<file path="config.mk">
export PLATFORM = sky130hd
export DESIGN_NAME = uart_mmio_bridge
export DESIGN_NICKNAME = d
export VERILOG_FILES = /design/src/rtl/uart_mmio_bridge_pkg.sv /design/src/rtl/uart_tx_fifo.sv /design/src/rtl/uart_mmio_bridge.sv
export SDC_FILE = /design/constraint.sdc
export NUM_CORES = 1
export LEC_CHECK = 0
export CORE_UTILIZATION = 45
export CTS_CLUSTER_DIAMETER = 120
export DETAILED_ROUTE_END_ITERATION = 6
export PLACE_DENSITY_LB_ADDON = 0.3
export SETUP_SLACK_MARGIN = 0.3
export SYNTH_ARGS = -nofsm -noshare
export SYNTH_HDL_FRONTEND = slang
export SYNTH_SLANG_ARGS = --single-unit
</file>
<file path="constraint.sdc">
create_clock -name clock -period 4.55 [get_ports clock]
set_input_delay 0.6825 -clock clock [delete_from_list [all_inputs] [get_ports clock]]
set_output_delay 0.6825 -clock clock [all_outputs]
set_load 0.05 [all_outputs]
</file>
<file path="src/rtl/uart_mmio_bridge_pkg.sv">
// Shared constants for the UART MMIO bridge: register map, STATUS layout,
// RX poll FSM encoding and the STATUS word packing helper.
package uart_mmio_bridge_pkg;

  localparam int CHAR_W = 8;

  localparam logic [3:0] ADDR_TXDATA = 4'h0;
  localparam logic [3:0] ADDR_RXDATA = 4'h4;
  localparam logic [3:0] ADDR_STATUS = 4'h8;

  localparam int STATUS_TX_FULL  = 0;
  localparam int STATUS_TX_EMPTY = 1;
  localparam int STATUS_RX_VALID = 2;

  // Simulator reply meaning "no character available"; also the RXDATA
  // value returned when the receive buffer is empty.
  localparam logic [CHAR_W-1:0] RX_NO_DATA = 8'hFF;

  typedef enum logic [1:0] {
    RX_IDLE = 2'd0,
    RX_WAIT = 2'd1,
    RX_POLL = 2'd2
  } rx_state_e;

  function automatic logic [63:0] status_word(input logic rx_valid,
                                              input logic tx_empty,
                                              input logic tx_full);
    logic [63:0] w;
    w = '0;
    w[STATUS_RX_VALID] = rx_valid;
    w[STATUS_TX_EMPTY] = tx_empty;
    w[STATUS_TX_FULL]  = tx_full;
    return w;
  endfunction

endpackage

</file>
<file path="src/rtl/uart_tx_fifo.sv">
// Character FIFO between the MMIO store path and the UART emit strobe.
// Pushes while full and pops while empty are ignored.
module uart_tx_fifo
  import uart_mmio_bridge_pkg::*;
#(
  parameter int DEPTH = 8
) (
  input  logic                    clock,
  input  logic                    reset,
  input  logic                    push,
  input  logic [CHAR_W-1:0]       push_data,
  input  logic                    pop,
  output logic [CHAR_W-1:0]       pop_data,
  output logic                    full,
  output logic                    empty,
  output logic [$clog2(DEPTH):0]  count
);

  localparam int PTR_W = $clog2(DEPTH);
  localparam logic [PTR_W:0] FULL_COUNT = (PTR_W + 1)'(DEPTH);

  logic [CHAR_W-1:0] mem [DEPTH];
  logic [PTR_W-1:0]  wr_ptr;
  logic [PTR_W-1:0]  rd_ptr;
  logic              do_push;
  logic              do_pop;

  assign full     = (count == FULL_COUNT);
  assign empty    = (count == '0);
  assign do_push  = push && !full;
  assign do_pop   = pop && !empty;
  assign pop_data = mem[rd_ptr];

  // Character storage; contents need no reset because count guards reads.
  always_ff @(posedge clock) begin
    if (do_push) begin
      mem[wr_ptr] <= push_data;
    end
  end

  // Pointers wrap naturally at DEPTH; count tracks occupancy for full/empty.
  always_ff @(posedge clock) begin
    if (reset) begin
      wr_ptr <= '0;
      rd_ptr <= '0;
      count  <= '0;
    end else begin
      if (do_push) begin
        wr_ptr <= wr_ptr + PTR_W'(1);
      end
      if (do_pop) begin
        rd_ptr <= rd_ptr + PTR_W'(1);
      end
      case ({do_push, do_pop})
        2'b10:   count <= count + (PTR_W + 1)'(1);
        2'b01:   count <= count - (PTR_W + 1)'(1);
        default: count <= count;
      endcase
    end
  end

endmodule

</file>
<file path="src/rtl/uart_mmio_bridge.sv">
// MMIO front end for a simulated UART: TXDATA stores are queued and emitted
// with a minimum spacing, the simulator is polled for input while the RX
// buffer is empty, and loads return TXDATA/RXDATA/STATUS one cycle later.
module uart_mmio_bridge
  import uart_mmio_bridge_pkg::*;
#(
  parameter int TX_DEPTH = 8,
  parameter int TX_GAP   = 2,
  parameter int POLL_GAP = 4
) (
  input  logic        clock,
  input  logic        reset,
  input  logic        req_valid,
  input  logic        req_write,
  input  logic [3:0]  req_addr,
  input  logic [7:0]  req_wdata,
  output logic        req_ready,
  output logic        rsp_valid,
  output logic [63:0] rsp_rdata,
  output logic        uart_out_valid,
  output logic [7:0]  uart_out_ch,
  output logic        uart_in_valid,
  input  logic [7:0]  uart_in_ch
);

  localparam int GAP_W     = (TX_GAP > 1) ? $clog2(TX_GAP) : 1;
  localparam int WAIT_W    = (POLL_GAP > 1) ? $clog2(POLL_GAP) : 1;
  localparam int WAIT_LOAD = (POLL_GAP > 1) ? POLL_GAP - 2 : 0;
  localparam logic [GAP_W-1:0]  GAP_RELOAD  = GAP_W'(TX_GAP - 1);
  localparam logic [WAIT_W-1:0] WAIT_RELOAD = WAIT_W'(WAIT_LOAD);

  logic                       handshake;
  logic                       is_load;
  logic                       tx_push;
  logic                       tx_pop;
  logic                       tx_full;
  logic                       tx_empty;
  logic [$clog2(TX_DEPTH):0]  tx_count;
  logic [CHAR_W-1:0]          tx_pop_data;
  logic [GAP_W-1:0]           gap_cnt;

  logic                       rx_valid;
  logic [CHAR_W-1:0]          rx_buf;
  logic                       rx_clear;
  logic                       poll_load;
  logic [63:0]                load_data;

  rx_state_e                  state;
  rx_state_e                  next_state;
  logic [WAIT_W-1:0]          wait_cnt;
  logic [WAIT_W-1:0]          next_wait_cnt;

  // Only a TXDATA store can stall, and only on the registered full flag,
  // so a pop in the same cycle never makes room for a refused push.
  assign req_ready = !(req_write && (req_addr == ADDR_TXDATA) && tx_full);
  assign handshake = req_valid && req_ready;
  assign is_load   = handshake && !req_write;
  assign tx_push   = handshake && req_write && (req_addr == ADDR_TXDATA);
  assign tx_pop    = (tx_count != '0) && (gap_cnt == '0);
  assign rx_clear  = is_load && (req_addr == ADDR_RXDATA) && rx_valid;

  uart_tx_fifo #(
    .DEPTH (TX_DEPTH)
  ) u_tx_fifo (
    .clock     (clock),
    .reset     (reset),
    .push      (tx_push),
    .push_data (req_wdata),
    .pop       (tx_pop),
    .pop_data  (tx_pop_data),
    .full      (tx_full),
    .empty     (tx_empty),
    .count     (tx_count)
  );

  // Emit one queued character whenever the spacing counter has run out.
  always_ff @(posedge clock) begin
    if (reset) begin
      gap_cnt        <= '0;
      uart_out_valid <= 1'b0;
      uart_out_ch    <= '0;
    end else begin
      uart_out_valid <= tx_pop;
      if (tx_pop) begin
        uart_out_ch <= tx_pop_data;
        gap_cnt     <= GAP_RELOAD;
      end else if (gap_cnt != '0) begin
        gap_cnt <= gap_cnt - GAP_W'(1);
      end
    end
  end

  // Load data as seen at the handshake cycle.
  always_comb begin
    load_data = '0;
    case (req_addr)
      ADDR_STATUS: load_data = status_word(rx_valid, tx_empty, tx_full);
      ADDR_RXDATA: load_data = rx_valid ? {{(64 - CHAR_W){1'b0}}, rx_buf}
                                        : {{(64 - CHAR_W){1'b0}}, RX_NO_DATA};
      default:     load_data = '0;
    endcase
  end

  // Load responses appear exactly one cycle after the handshake.
  always_ff @(posedge clock) begin
    if (reset) begin
      rsp_valid <= 1'b0;
      rsp_rdata <= '0;
    end else begin
      rsp_valid <= is_load;
      if (is_load) begin
        rsp_rdata <= load_data;
      end
    end
  end

  // RX poll sequencing: wait POLL_GAP-1 cycles between polls while empty.
  always_comb begin
    next_state    = state;
    next_wait_cnt = wait_cnt;
    poll_load     = 1'b0;
    case (state)
      RX_IDLE: begin
        if (!rx_valid) begin
          next_state    = RX_WAIT;
          next_wait_cnt = WAIT_RELOAD;
        end
      end
      RX_WAIT: begin
        if (wait_cnt == '0) begin
          next_state = RX_POLL;
        end else begin
          next_wait_cnt = wait_cnt - WAIT_W'(1);
        end
      end
      RX_POLL: begin
        if (uart_in_ch != RX_NO_DATA) begin
          poll_load  = 1'b1;
          next_state = RX_IDLE;
        end else if (POLL_GAP == 1) begin
          next_state = RX_POLL;
        end else begin
          next_state    = RX_WAIT;
          next_wait_cnt = WAIT_RELOAD;
        end
      end
      default: begin
        next_state = RX_IDLE;
      end
    endcase
  end

  // FSM state, wait counter and the registered poll strobe.
  always_ff @(posedge clock) begin
    if (reset) begin
      state         <= RX_IDLE;
      wait_cnt      <= '0;
      uart_in_valid <= 1'b0;
    end else begin
      state         <= next_state;
      wait_cnt      <= next_wait_cnt;
      uart_in_valid <= (next_state == RX_POLL);
    end
  end

  // Receive buffer; polls only happen while empty, so load and clear never collide.
  always_ff @(posedge clock) begin
    if (reset) begin
      rx_valid <= 1'b0;
      rx_buf   <= '0;
    end else if (poll_load) begin
      rx_valid <= 1'b1;
      rx_buf   <= uart_in_ch;
    end else if (rx_clear) begin
      rx_valid <= 1'b0;
    end
  end

endmodule

</file>
==> results_tabular.tex, run 1 <==
\begin{tabular}{lr}
\hline
Metric & Value \\
\hline
\multicolumn{2}{l}{\textbf{Run status}} \\
Result of the run & finished clean \\
\multicolumn{2}{l}{\textbf{Finish}} \\
Final standard cell area without fillers & 0.00523 mm2 \\
Layout area overhead & 12.3\% \\
Share of layout cells above drive strength 1 & about 13\% \\
Final antenna diode count & 0 \\
Count of nets after finishing & between 400 and 500 \\
Fillers & about 870 \\
\multicolumn{2}{l}{\textbf{Yosys}} \\
Most common flop cell mapped by yosys & sky130\_fd\_sc\_hd\_\_edfxtp\_1 \\
Average cell area after synthesis & around 13 um2 \\
Most frequently used cell type in the post-synthesis netlist & sky130\_fd\_sc\_hd\_\_edfxtp\_1 \\
Top post-synthesis cells by count & 64 x sky130\_fd\_sc\_hd\_\_edfxtp\_1, 58 x sky130\_fd\_sc\_hd\_\_buf\_4, 42 x sky130\_fd\_sc\_hd\_\_dfxtp\_1 \\
Area fraction of the dominant cell type after synthesis & 41.3\% \\
Warning count from the yosys run & 0 \\
FF+latch count, synth & approximately 110 \\
Cell area after technology mapping & roughly 0.0047 mm2 \\
Most area-consuming cells after synthesis & sky130\_fd\_sc\_hd\_\_edfxtp\_1 41\%, sky130\_fd\_sc\_hd\_\_dfxtp\_1 18\%, sky130\_fd\_sc\_hd\_\_buf\_4 9.3\% \\
Largest area contributor in the synthesized netlist & sky130\_fd\_sc\_hd\_\_edfxtp\_1 \\
Fraction of registers with async set/reset & 0\% \\
Number of enable-type register cells in the synthesized netlist & 64 \\
Number of distinct standard cells referenced by the synthesized netlist & 48 \\
Number of instances in the synthesized netlist & approximately 360 \\
Sequential element share of the synthesized area & approximately three fifths \\
\multicolumn{2}{l}{\textbf{Setup path}} \\
Endpoint kind of the worst setup timing path & output port \\
Setup CP Type & input pin to output port \\
Data arrival time of the critical path & approximately 2.6 ns \\
Largest incremental delay on the critical path & approximately 0.70 ns \\
Required time at the endpoint of the critical path & between 3 and 4 ns \\
Crit start category & input pin \\
Crit path max-delay cell type & sky130\_fd\_sc\_hd\_\_clkdlybuf4s50\_1 \\
Most frequent CP cell & sky130\_fd\_sc\_hd\_\_clkdlybuf4s50\_1 \\
Worst-path maximum fanout & 3 \\
Crit path buffers/inverters & 2 \\
Cell family with the largest share of critical-path delay & buffers and inverters \\
Slack of the worst reg-to-reg path & $\sim$2.0 ns \\
Cells along the critical path & clkdlybuf4s50\_1 > nor3\_2 > nand2\_1 > or2\_2 > clkdlybuf4s50\_1 \\
\multicolumn{2}{l}{\textbf{STA}} \\
RSZ-0062 raised after global routing & false \\
Slew of the pin with the lowest slew margin & roughly 0.93 ns \\
Worst Skew & around 0.0097 ns \\
Final critical-path required period & $\sim$3.3 ns \\
Share of the cycle needed by the critical path after routing & roughly 72\% \\
Final Slew Violations & 0 \\
Total negative slack & 0 ns \\
Slew margin rel. & between 30\% and 40\% \\
Final setup viols & 0 \\
Final hold vios & 0 \\
Post-layout worst setup margin & between 1 and 1.5 ns \\
Maximum operating frequency & 307 MHz \\
\multicolumn{2}{l}{\textbf{Clock network}} \\
Max Root-Sink Buffers & 2 \\
Cts-stage hold buffer count & 0 \\
Insertion delay to the later sink of the worst-skew pair & about 0.35 ns \\
Root Driver & sky130\_fd\_sc\_hd\_\_clkbuf\_8 \\
Post-CTS Repair Setup Buffers & 0 \\
Sink count of the clock tree & $\sim$110 \\
Number of buffers added by the clock tree synthesis step & 9 \\
Clock-pin slew of the registers on the worst-case setup and hold paths & roughly 0.10 ns \\
CTS H-tree depth & 3 \\
Post-CTS sizing & 0 \\
TritonCTS clock tree & yes \\
\multicolumn{2}{l}{\textbf{Floorplan}} \\
Die boundary height & just over 100 um \\
Area enclosed by the die boundary & $\sim$0.011 mm2 \\
Cell Rows & 36 \\
Initial standard-cell utilization of the core & 47.0\% \\
Count of boundary I/O pins & 100 \\
Core box area & between 0.009 and 0.01 mm2 \\
Die X & a little over 100 um \\
\multicolumn{2}{l}{\textbf{GRT}} \\
Wire length of the first global-routing pass & $\sim$13,000 um \\
GR Overflow Total & 0 \\
Global-route usage over all layers & 15.5\% \\
Number of antenna violations at the first check in global routing & 0 \\
Vias in the first global route & 2,518 \\
Pin count of the biggest net entering global routing & 24 \\
\multicolumn{2}{l}{\textbf{Placed design}} \\
I/O Buffers & 43 \\
RePlAce Congestion & approximately 0.76 \\
Setup WS pre-CTS & roughly 1.3 ns \\
Post-Place Cell Area & approximately 0.0050 mm2 \\
HPWL Detailed & $\sim$5500 um \\
\multicolumn{2}{l}{\textbf{Detailed routing}} \\
Total wire length & 7980 um \\
Number of vias after detailed routing & 2,692 \\
Number of search-and-repair iterations in the first detailed-routing pass & 4 \\
Antenna viol nets, final & 0 \\
Average wire length per cell after detail routing & about 15 um \\
Detailed Route Iter0 Violations & 177 \\
Average via count per standard cell & roughly 5.0 \\
Post-detailed-route DRC marker count & 0 \\
\multicolumn{2}{l}{\textbf{Power and ir drop}} \\
Share of total power in sequential cells & a little over two fifths \\
Power share of the combinational group & between 30\% and 40\% \\
Switching portion of total power & 36.6\% \\
PD cells & around 530 mW/mm2 \\
Net switching component of the power & about 1.0 mW \\
Maximum vdd ir drop & 259 uV \\
Leakage component of the power & 1.86 nW \\
Clock share of power & between 20\% and 30\% \\
Cell-internal power & around 1.7 mW \\
\multicolumn{2}{l}{\textbf{Run}} \\
Number of maximum-capacitance constraint violations & 0 \\
\multicolumn{2}{l}{\textbf{Worst hold path}} \\
Min-delay worst type & flip-flop to flip-flop \\
\hline
\end{tabular}
-- stage by stage --
| stage | util [%] | cells | power (mW) | hold slack, ns |
|---|---|---|---|---|
| 2_1_floorplan | - | 412 | 1.99 | 0.431 |
| 3_3_place_gp | 50.6 | 526 | 2.17 | 0.441 |
| 3_5_place_dp | 50.6 | 526 | 2.19 | 0.446 |
| 4_1_cts | 52.8 | 542 | 2.78 | 0.463 |
| 5_1_grt | 52.8 | 542 | 2.91 | 0.481 |
| 6_report | 52.8 | 542 | 2.75 | 0.459 |
-- layer usage --
| metal | vias up | wire length [um] | GRT usage [%] |
|---|---|---|---|
| met5 | - | 0 | 0 |
| met4 | 0 | 80 | 5.61 |
| met3 | 7 | 376 | 2.96 |
| met2 | 95 | 3890 | 24.8 |
| met1 | 1305 | 3640 | 21.2 |
| li1 | 1285 | - | - |
-- path summary, 6_finish.rpt --
kind,depth (start not counted),startpoint,end
min,2,rsp_rdata[4],rsp_rdata[4]
min reg2reg,2,rsp_rdata[4],rsp_rdata[4]
max,5,req_addr[3],req_ready
max reg2reg,6,u_tx_fifo.count[0],u_tx_fifo.count[3]
-- final cells by class --
type,instances,area [um2],area share [%]
inverters,12,45.0,0.862
well taps,133,166,3.18
flip-flops and latches,106,2760,52.8
repair buffers,49,475,9.10
clock buffers,9,124,2.37
clock inverters,7,87.6,1.68
multi-input cells,226,1570,30.0
-- logic make-up after synthesis --
family / synth area share (%)
DFF: 59.3
and+or+nand+nor: 10.9
buffers and inverters: 11.5
AOI/OAI and AO/OA: 6.02
muxes: 9.48
adders and majority gates: 1.61
xor gates and xnor gates: 1.13
other: 0.0805
-- worst reg2reg max path: cells and delay by family (launching register included) --
family	cells	cell delay, ns
adders and majority gates	1	0.31
DFF	1	0.39
and+or+nand+nor	3	1.24
AOI/OAI and AO/OA	1	0.15
muxes	1	0.36
-- registers in the layout (all words and copies together) (netlist names) --
name and flops:
uart_out_ch 8, state 2, rx_buf 8, u_tx_fifo.count 4, rx_valid 1, uart_in_valid 1, rsp_valid 1, u_tx_fifo.wr_ptr 3
u_tx_fifo.rd_ptr 3, wait_cnt 2, uart_out_valid 1, u_tx_fifo.mem 64, rsp_rdata 8
-- power by group through the flow --
stage | Sequential, mW | Combinational (mW) | Clock (mW)
after floorplan | 1.30 | 0.698 | 0
after global placement | 1.21 | 0.954 | 0
after detailed placement | 1.22 | 0.970 | 0
after CTS | 1.19 | 0.973 | 0.609
after global routing | 1.21 | 1.05 | 0.652
final | 1.19 | 0.959 | 0.596
-- cells in the final DEF, fill, tap and decap left out, types with 3 or more instances in the layout --
cell type / Yosys / routed
sky130_fd_sc_hd__mux4_2: 16 / 16
sky130_fd_sc_hd__nor3_2: 3 / 3
sky130_fd_sc_hd__buf_4: 58 / 6
sky130_fd_sc_hd__nand2_1: 8 / 8
sky130_fd_sc_hd__mux2i_1: 7 / 7
sky130_fd_sc_hd__dfxtp_1: 42 / 42
sky130_fd_sc_hd__o21ai_0: 7 / 7
sky130_fd_sc_hd__clkbuf_8: 0 / 9
sky130_fd_sc_hd__nor2b_1: 6 / 6
sky130_fd_sc_hd__a21oi_1: 14 / 14
sky130_fd_sc_hd__nor3_1: 12 / 12
sky130_fd_sc_hd__ha_1: 6 / 6
sky130_fd_sc_hd__inv_1: 12 / 12
sky130_fd_sc_hd__nor2_1: 34 / 34
sky130_fd_sc_hd__xor2_1: 4 / 4
sky130_fd_sc_hd__o211ai_1: 5 / 5
sky130_fd_sc_hd__nand2b_1: 5 / 5
sky130_fd_sc_hd__a211oi_1: 3 / 3
sky130_fd_sc_hd__conb_1: 1 / 56
sky130_fd_sc_hd__or2_2: 3 / 3
sky130_fd_sc_hd__clkdlybuf4s50_1: 0 / 43
sky130_fd_sc_hd__edfxtp_1: 64 / 64
sky130_fd_sc_hd__o22ai_1: 10 / 10
(Power assumes the default switching activity.)
==> run 2, diff against run 1 <==
clock period = 2.9 ns   (was 4.55 ns; I/O delays follow)
==> run 2 against run 1 <==
Combinational power rose by 63%. Register-to-register slack worse by 1.5 ns. Sequential cell count unchanged.
==> results_tabular.tex, run 2 (synthesis results as in run 1) <==
\begin{tabular}{lr}
\hline
Metric & Value \\
\hline
\multicolumn{2}{l}{\textbf{Run status}} \\
Result of the run & finished clean \\
\multicolumn{2}{l}{\textbf{Setup path}} \\
Worst reg2reg startpoint & u\_tx\_fifo.count[0] \\
Worst r2r path cells & 6 (unchanged) \\
Worst-path maximum fanout & 3 (unchanged) \\
Setup CP Type & input pin to flip-flop \\
Data arrival time of the critical path & 2.69 ns (+0.11 ns) \\
Endpoint kind of the worst setup timing path & flip-flop \\
Endpoint of the lowest-slack register-to-register path & u\_tx\_fifo.count[3] \\
Required time at the endpoint of the critical path & 3.17 ns (-0.70 ns) \\
Slack of the worst reg-to-reg path & 0.48 ns (-1.51 ns) \\
Crit start category & input pin \\
\multicolumn{2}{l}{\textbf{Clock network}} \\
Post-CTS sizing & 0 (unchanged) \\
Sink count of the clock tree & 106 (unchanged) \\
Root Driver & sky130\_fd\_sc\_hd\_\_clkbuf\_8 \\
Cts-stage hold buffer count & 0 (unchanged) \\
Number of buffers added by the clock tree synthesis step & 9 (unchanged) \\
CTS H-tree depth & 3 (unchanged) \\
Max Root-Sink Buffers & 2 (unchanged) \\
Clock-pin slew of the registers on the worst-case setup and hold paths & 0.11 ns (about the same) \\
Insertion delay to the later sink of the worst-skew pair & 0.37 ns (+0.02 ns) \\
Post-CTS Repair Setup Buffers & 0 (unchanged) \\
TritonCTS clock tree & yes \\
\multicolumn{2}{l}{\textbf{Power and ir drop}} \\
PD cells & 813 mW/mm2 (+55\%) \\
Maximum vdd ir drop & 337 uV (+30\%) \\
Leakage component of the power & 1.91 nW (+2.7\%) \\
\multicolumn{2}{l}{\textbf{Floorplan}} \\
Count of boundary I/O pins & 100 (unchanged) \\
Cell Rows & 36 (unchanged) \\
Area enclosed by the die boundary & 0.0108 mm2 (unchanged) \\
Core box area & 0.00991 mm2 (unchanged) \\
Die boundary height & 104 um (unchanged) \\
Initial standard-cell utilization of the core & 47.0\% (unchanged) \\
Die X & 104 um (unchanged) \\
\multicolumn{2}{l}{\textbf{Finish}} \\
Flip-flop count of the largest register, all copies and words added & 64 (unchanged) \\
Commonest non-fill, non-tap cells in the layout & 64 x sky130\_fd\_sc\_hd\_\_edfxtp\_1, 56 x sky130\_fd\_sc\_hd\_\_conb\_1, 42 x sky130\_fd\_sc\_hd\_\_clkdlybuf4s50\_1, 42 x sky130\_fd\_sc\_hd\_\_dfxtp\_1, 34 x sky130\_fd\_sc\_hd\_\_nor2\_1 \\
Number of non-filler instances in the completed layout & 553 (+2.0\%) \\
Final antenna diode count & 0 (unchanged) \\
Count of nets after finishing & 445 (+2.5\%) \\
Leading cell type in the layout, fill and taps excluded & sky130\_fd\_sc\_hd\_\_edfxtp\_1 \\
Share of layout cells above drive strength 1 & 15.2\% (+2.5 points) \\
Biggest register & u\_tx\_fifo.mem \\
Layout area overhead & 13.8\% \\
Final standard cell area without fillers & 0.00530 mm2 (+1.4\%) \\
Final standard cell utilization of the core & 53.5\% (+0.73 points) \\
\multicolumn{2}{l}{\textbf{Detailed routing}} \\
Detailed Route Iter0 Violations & 136 (-23\%) \\
Total wire length & 8240 um (+3.2\%) \\
Antenna viol nets, final & 0 (unchanged) \\
Average via count per standard cell & 4.97 (about the same) \\
Post-detailed-route DRC marker count & 0 (unchanged) \\
Average wire length per cell after detail routing & 14.9 um (+1.1\%) \\
Number of vias after detailed routing & 2,746 (+2.0\%) \\
Number of search-and-repair iterations in the first detailed-routing pass & 4 (unchanged) \\
\multicolumn{2}{l}{\textbf{STA}} \\
Final critical-path required period & 2.43 ns \\
Maximum operating frequency & 412 MHz \\
Slew margin rel. & 44.0\% (+6.4 points) \\
Share of the cycle needed by the critical path after routing & between 80\% and 90\% \\
Slew of the pin with the lowest slew margin & 0.838 ns (-0.0959 ns) \\
Final setup viols & 0 (unchanged) \\
RSZ-0062 raised after global routing & false \\
Final hold vios & 0 (unchanged) \\
Final Slew Violations & 0 (unchanged) \\
Worst Skew & 0.0200 ns (+0.0103 ns) \\
Total negative slack & 0 ns (unchanged) \\
\multicolumn{2}{l}{\textbf{GRT}} \\
Vias in the first global route & 2,547 (+1.2\%) \\
GR Overflow Total & 0 (unchanged) \\
Global-route usage over all layers & 16.0\% (+0.45 points) \\
Pin count of the biggest net entering global routing & 22 (-8.3\%) \\
Number of antenna violations at the first check in global routing & 0 (unchanged) \\
Wire length of the first global-routing pass & 13,300 um (+2.3\%) \\
\multicolumn{2}{l}{\textbf{Worst hold path}} \\
Worst Hold Depth & 2 (unchanged) \\
Min-delay worst type & flip-flop to flip-flop \\
Hold path startpoint & rsp\_rdata[4] \\
Endpoint, Worst Hold & rsp\_rdata[4] \\
\multicolumn{2}{l}{\textbf{Placed design}} \\
I/O Buffers & 43 (unchanged) \\
RePlAce Congestion & 0.757 (-0.57\%) \\
Placed cell count & 537 (+2.1\%) \\
HPWL Detailed & 5500 um (about the same) \\
Post-Place Cell Area & 0.00510 mm2 (+1.6\%) \\
\multicolumn{2}{l}{\textbf{Run}} \\
Number of maximum-capacitance constraint violations & 0 (unchanged) \\
\hline
\end{tabular}
## run 2: cell count changes in the layout (fill, tap and decap cells not counted), sizes merged
cell / change
buf: +12
bufinv: -1
clkdlybuf4s50: -1
clkinv: -1
inv: +2
## run 2: routing by layer
| layer | track usage (%) | up-vias | wire length, um |
|---|---|---|---|
| li1 | - | 1308 | - |
| met3 | 4.47 | 5 | 569 |
| met5 | 0 | - | 0 |
| met1 | 21.4 | 1324 | 3590 |
| met2 | 25.7 | 109 | 4000 |
| met4 | 4.18 | 0 | 75 |
## run 2: critical path, stage by stage
cell and delay (ns):
sky130_fd_sc_hd__clkdlybuf4s50_1 0.45, sky130_fd_sc_hd__nor3_2 0.35, sky130_fd_sc_hd__nand4_4 0.15, sky130_fd_sc_hd__ha_1 0.31, sky130_fd_sc_hd__or3_2 0.47, sky130_fd_sc_hd__o32ai_1 0.15, sky130_fd_sc_hd__mux2_2 0.36
## run 2: power breakdown
| group | internal (mW) | switching (mW) | leakage, nW | total (mW) |
|---|---|---|---|---|
| Clock | 0.345 | 0.555 | 0.0998 | 0.900 |
| Sequential | 1.72 | 0.133 | 0.919 | 1.85 |
| Combinational | 0.619 | 0.942 | 0.894 | 1.56 |
| Total | 2.68 | 1.63 | 1.91 | 4.31 |
## run 2: how the worst max path moves through the flow
stage,startpoint,cells past startpoint,to
floorplan,u_tx_fifo.count[1],8,u_tx_fifo.count[3]
global placement,req_addr[3],7,u_tx_fifo.count[3]
detailed placement,req_addr[3],7,u_tx_fifo.count[3]
CTS,u_tx_fifo.count[0],6,u_tx_fifo.count[3]
global route,u_tx_fifo.count[0],9,u_tx_fifo.count[2]
finish,req_addr[3],7,u_tx_fifo.count[3]
## run 2: area by class of cell
cell class | instances | area, um2
fill | 823 | 4610
clock buffer | 9 | 124
sequential | 106 | 2760
timing repair buffer | 60 | 556
multi-input combinational | 226 | 1570
clock inverter | 7 | 80.1
tap | 133 | 166
inverter | 12 | 45.0
## run 2: through the flow
step	setup WS [ns]	power (mW)	hold slack [ns]
2_1_floorplan	0.358	3.13	0.431
3_3_place_gp	0.152	3.42	0.439
3_5_place_dp	0.106	3.45	0.448
4_1_cts	0.479	4.35	0.463
5_1_grt	0.379	4.56	0.474
6_report	0.474	4.31	0.461
